File: config.mk
export PLATFORM = sky130hd
export DESIGN_NAME = rf_cmd_seq
export DESIGN_NICKNAME = d
export VERILOG_FILES = /design/src/rtl/rf_cmd_seq.sv
export SDC_FILE = /design/constraint.sdc
export NUM_CORES = 1
export LEC_CHECK = 0
export CORE_MARGIN = 5
export CORE_UTILIZATION = 47
export CTS_CLUSTER_DIAMETER = 80
export DETAILED_ROUTE_END_ITERATION = 10
export GPL_ROUTABILITY_DRIVEN = 0
export PLACE_DENSITY_LB_ADDON = 0.25
export SLEW_MARGIN = 20
export SYNTH_ARGS = -nofsm -noshare
export SYNTH_HDL_FRONTEND = slang
export SYNTH_SLANG_ARGS = --single-unit
File: constraint.sdc
create_clock -name clk -period 2.9 [get_ports clk]
set_clock_uncertainty 0.1 [all_clocks]
set_input_delay 0.58 -clock clk [delete_from_list [all_inputs] [get_ports clk]]
set_output_delay 0.58 -clock clk [all_outputs]
set_load 0.03 [all_outputs]
File: src/rtl/rf_cmd_seq.sv
// rf_cmd_seq: decodes 16-bit commands into dual-bank register-file port activity.
// Define RF_CMD_SEQ_CNT_EN to add the saturating wr_count/rd_count statistics outputs.
module rf_cmd_seq #(
  parameter int READ_LAT = 1
) (
  input  logic        clk,
  input  logic        rst,
  input  logic [15:0] cmd_data,
  input  logic        cmd_valid,
  output logic        cmd_ready,
  output logic        rf_start,
  output logic [2:0]  rf_write_reg_a,
  output logic [3:0]  rf_write_data_a,
  output logic        rf_write_en_a,
  output logic [2:0]  rf_read_reg_a1,
  output logic [2:0]  rf_read_reg_a2,
  output logic [3:0]  rf_write_reg_b,
  output logic [7:0]  rf_write_data_b,
  output logic        rf_write_en_b,
  output logic [3:0]  rf_read_reg_b,
  input  logic [3:0]  rf_out1,
  input  logic [3:0]  rf_out2,
  output logic [3:0]  rd_data1,
  output logic [3:0]  rd_data2,
  output logic        rd_valid
`ifdef RF_CMD_SEQ_CNT_EN
  ,
  output logic [7:0]  wr_count,
  output logic [7:0]  rd_count
`endif
);

  typedef enum logic [1:0] {IDLE, WR, RD_WAIT} stateT;

  localparam logic [2:0] LAT = 3'(READ_LAT);

  stateT      state;
  logic [2:0] waitCnt;
  logic       accept;
  logic [1:0] opcode;

  assign cmd_ready = (state == IDLE) && rf_start;
  assign accept    = cmd_valid && cmd_ready;
  assign opcode    = cmd_data[15:14];

  // Addresses and data hold after a transaction; only enables and strobes drop.
  always_ff @(posedge clk or posedge rst) begin
    if (rst) begin
      state           <= IDLE;
      waitCnt         <= 3'd0;
      rf_start        <= 1'b0;
      rf_write_reg_a  <= 3'd0;
      rf_write_data_a <= 4'd0;
      rf_write_en_a   <= 1'b0;
      rf_read_reg_a1  <= 3'd0;
      rf_read_reg_a2  <= 3'd0;
      rf_write_reg_b  <= 4'd0;
      rf_write_data_b <= 8'd0;
      rf_write_en_b   <= 1'b0;
      rf_read_reg_b   <= 4'd0;
      rd_data1        <= 4'd0;
      rd_data2        <= 4'd0;
      rd_valid        <= 1'b0;
    end else begin
      rf_start <= 1'b1;
      rd_valid <= 1'b0;
      case (state)
        IDLE: begin
          if (accept) begin
            case (opcode)
              2'b01: begin
                rf_write_reg_a  <= cmd_data[13:11];
                rf_write_data_a <= cmd_data[3:0];
                rf_write_en_a   <= 1'b1;
                state           <= WR;
              end
              2'b10: begin
                rf_write_reg_b  <= cmd_data[13:10];
                rf_write_data_b <= cmd_data[7:0];
                rf_write_en_b   <= 1'b1;
                state           <= WR;
              end
              2'b11: begin
                rf_read_reg_a1 <= cmd_data[13:11];
                rf_read_reg_a2 <= cmd_data[10:8];
                rf_read_reg_b  <= cmd_data[7:4];
                waitCnt        <= 3'd0;
                state          <= RD_WAIT;
              end
              default: ;
            endcase
          end
        end
        WR: begin
          rf_write_en_a <= 1'b0;
          rf_write_en_b <= 1'b0;
          state         <= IDLE;
        end
        RD_WAIT: begin
          if (waitCnt == LAT) begin
            rd_data1 <= rf_out1;
            rd_data2 <= rf_out2;
            rd_valid <= 1'b1;
            state    <= IDLE;
          end else begin
            waitCnt <= waitCnt + 3'd1;
          end
        end
        default: state <= IDLE;
      endcase
    end
  end

`ifdef RF_CMD_SEQ_CNT_EN
  // Statistics saturate at 255 so long runs never wrap back to small values.
  always_ff @(posedge clk or posedge rst) begin
    if (rst) begin
      wr_count <= 8'd0;
      rd_count <= 8'd0;
    end else begin
      if ((rf_write_en_a || rf_write_en_b) && (wr_count != 8'hFF))
        wr_count <= wr_count + 8'd1;
      if (rd_valid && (rd_count != 8'hFF))
        rd_count <= rd_count + 8'd1;
    end
  end
`endif

endmodule

==> impl_metrics.ini <==
[status]
outcome = finished clean

[finish]
antennaDiodeCount = 0
area_growth_syn_to_layout_pct = 45.5
nNetsFinal = 229
fill_cells = 258
drive_gt1_frac = 0.253

[run]
cap_violations = 0

[routing]
num_vias = 1243
routed_wl_um = 4260
route.detailed.drc = 0
drtPass1Iterations = 4
dr.first_iter.drc_count = 48
wl_per_cell_um = 17.2
postRouteAntennaNets = 0
via_per_inst = 5.01

[worst_setup_path]
critPathBufInv = 1
r2r_end = rf_read_reg_a2[1]$_DFFE_PP0P_
critPathMaxStageDelay_ns = 0.71
slowest_stage = clkdlybuf4s50_1
worstPathCellList = nor3b_1 > clkdlybuf4s50_1
crit_arrival_ns = 1.68
worstSetupPathType = reg2out
endpoint_kind = output port
rr_worst_depth = 3
r2r-start = state[1]$_DFFE_PP0P_
cp-start-kind = flop
required_ns = 2.22
path_max_fanout = 7
r2r_slack_ns = 1.18
crit_family = buffers and inverters

[die]
pin_count = 69
rows = 23
dieArea_um2 = 5380
chipWidth_um = 73.3
coreArea_um2 = 3940
die-height_um = 73.3
start_util = 0.478

[global_routing]
grt_antenna_before_repair = 0
grt_pass1_vias = 1418
grt_overflow_total = 0
grtUsageTotal = 0.171
grt_max_degree = 21
grt_pass1_wl_um = 6940

[sta]
tightest_slew_ns = 0.541
maxSlewHeadroom = 0.637
hold-worst-slack_ns = 0.412
fmaxAchievable_mhz = 423
min_period_ns = 2.36
setup_violations = 0
hold_viol = 0
fin_setup_tns_ns = 0
slew_viol_final = 0
fin_crit_sh = 0.815
rsz0062_at_grt = no

[placed_design]
numPortBuffers = 68
dpl.hpwl_um = 3330

[worst_hold_path]
min_from = waitCnt[2]$_DFFE_PP0P_
min_path_type = reg2reg
hold_path_depth = 1
min_to = waitCnt[2]$_DFFE_PP0P_

[yosys]
syn_avg_cell_area_um2 = 15.6
synth_xor_area_frac = 0
synth-seq-cells = 46
synth-compound-area-share = 0.0319
synth.cell_area_um2 = 1880
synth.distinct_cells = 26
yosys_most_used_dff = dfrtp_1
synth-edff-count = 0
synth_seq_area_share = 0.611
synth_top_family_by_area = multiplexers
yosys_warnings = 0
synth_async_sr_flop_share = 1.00
synthMuxAreaShare = 0.246
synth_area_leaders = dfrtp_1, mux2_2, mux2_4
synth-simple-area-share = 0.0578
synth_top_area_share = 0.611
yosysMostFrequentCell = dfrtp_1
syn_inst = 121
synth_nets = 153
synth_top_area_cell = dfrtp_1
synth_commonest_cells = dfrtp_1, mux2_2, mux2_4
synthAdderAreaFrac = 0.0332

[clock_network]
htree_levels = 2
ctsResizeCount = 0
clkTransAtPathRegs_ns = 0.08
cts-root-buf = clkbuf_8
hold_buffers = 0
clk_latency_ns = 0.29
cts_tree = built
cts_setup_buffers = 0
cts_sinks = 46
cts_buffers = 5
clk_path_buf_depth = 2

[power_and_ir_drop]
pwr_density_cell_nw_per_um2 = 1070
leakagePower_nw = 1.20
ir_worst_vdd_mv = 0.648
through the flow:
stage               power [W]  cells   util  setup slack (ns)  instance area [µm²]
detailed placement    0.00249    240  0.667             0.510                 2630
global route          0.00306    248  0.695             0.455                 2740
finish                0.00292    248  0.695             0.537                 2740
CTS                   0.00295    248  0.695             0.517                 2740
global placement      0.00243    240  0.667             0.591                 2630
floorplan             0.00186    121      -             0.917                 1880
cells in the final DEF, fill, tap and decap left out, drive strengths merged:
master,n
o31ai,1
mux2,37
nand4bb,1
clkinvlp,1
clkbuf,6
nor2,2
mux2i,1
nor3b,1
ha,5
nand2b,3
conb,1
o21ai,1
clkdlybuf4s50,68
nor2b,1
dfrtp,46
nand3b,1
a21oi,4
inv,5
clkinv,1
o211ai,1
nor3,1
and4bb,1
bufinv,1
buf,2
nand2,3
a21boi,1
o22ai,2
how the worst max path moves through the flow:
stage / start / end / slack, ns / cells after the start
detailed placement: cmd_data[14] / rf_read_reg_a2[1]$_DFFE_PP0P_ / 0.51 / 5
global route: state[0]$_DFFE_PP0P_ / cmd_ready / 0.46 / 2
floorplan: rf_start$_DFF_PP0_ / cmd_ready / 0.92 / 1
global placement: cmd_data[14] / rf_read_reg_a2[0]$_DFFE_PP0P_ / 0.59 / 5
finish: state[0]$_DFFE_PP0P_ / cmd_ready / 0.54 / 2
CTS: state[0]$_DFFE_PP0P_ / cmd_ready / 0.52 / 2
final cells by class:
type / count / area (µm²) / share of cell area
Clock buffer: 6 / 72.6 / 0.0265
Sequential cell: 46 / 1150 / 0.420
Multi-Input combinational cell: 68 / 699 / 0.255
Timing Repair Buffer: 70 / 696 / 0.254
Inverter: 6 / 22.5 / 0.00822
Clock inverter: 2 / 37.5 / 0.0137
Tap cell: 50 / 62.6 / 0.0228
logic make-up after synthesis:
kind of cell / count (synthesis)
compound gates: 10
fa+ha+maj: 5
buf+inv: 7
flops: 46
mux: 38
other cells: 1
simple gates: 14
worst reg2reg max path: stages (launching register included):
cell       delay [ns]
dfrtp_1          0.44
nand4bb_1        0.30
nor2_1           0.37
mux2_2           0.39
state kept, by name, summed over array words and instances, names as in the netlist:
| register | count |
|---|---|
| rf_write_data_a | 4 |
| rf_write_reg_a | 3 |
| rf_write_en_b | 1 |
| rf_write_en_a | 1 |
| rf_start | 1 |
| rf_write_data_b | 8 |
| rd_data1 | 4 |
| rf_read_reg_a1 | 3 |
| rd_valid | 1 |
| rf_read_reg_b | 4 |
| state | 2 |
| rd_data2 | 4 |
| rf_read_reg_a2 | 3 |
| rf_write_reg_b | 4 |
| waitCnt | 3 |
where the power goes:
part / internal, W / switching (W)
logic: 0.000669 / 0.000747
registers: 0.000895 / 0.000147
clock network: 0.000257 / 0.000205
total: 0.00182 / 0.00110
per-layer routing:
| metal | global-route usage | vias up | routed length (µm) |
|---|---|---|---|
| met5 | 0 | - | 0 |
| met4 | 0.0543 | 0 | 43 |
| met3 | 0.0410 | 5 | 203 |
| met2 | 0.325 | 30 | 2390 |
| met1 | 0.186 | 633 | 1620 |
| li1 | - | 575 | - |
(Power assumes the default switching activity.)
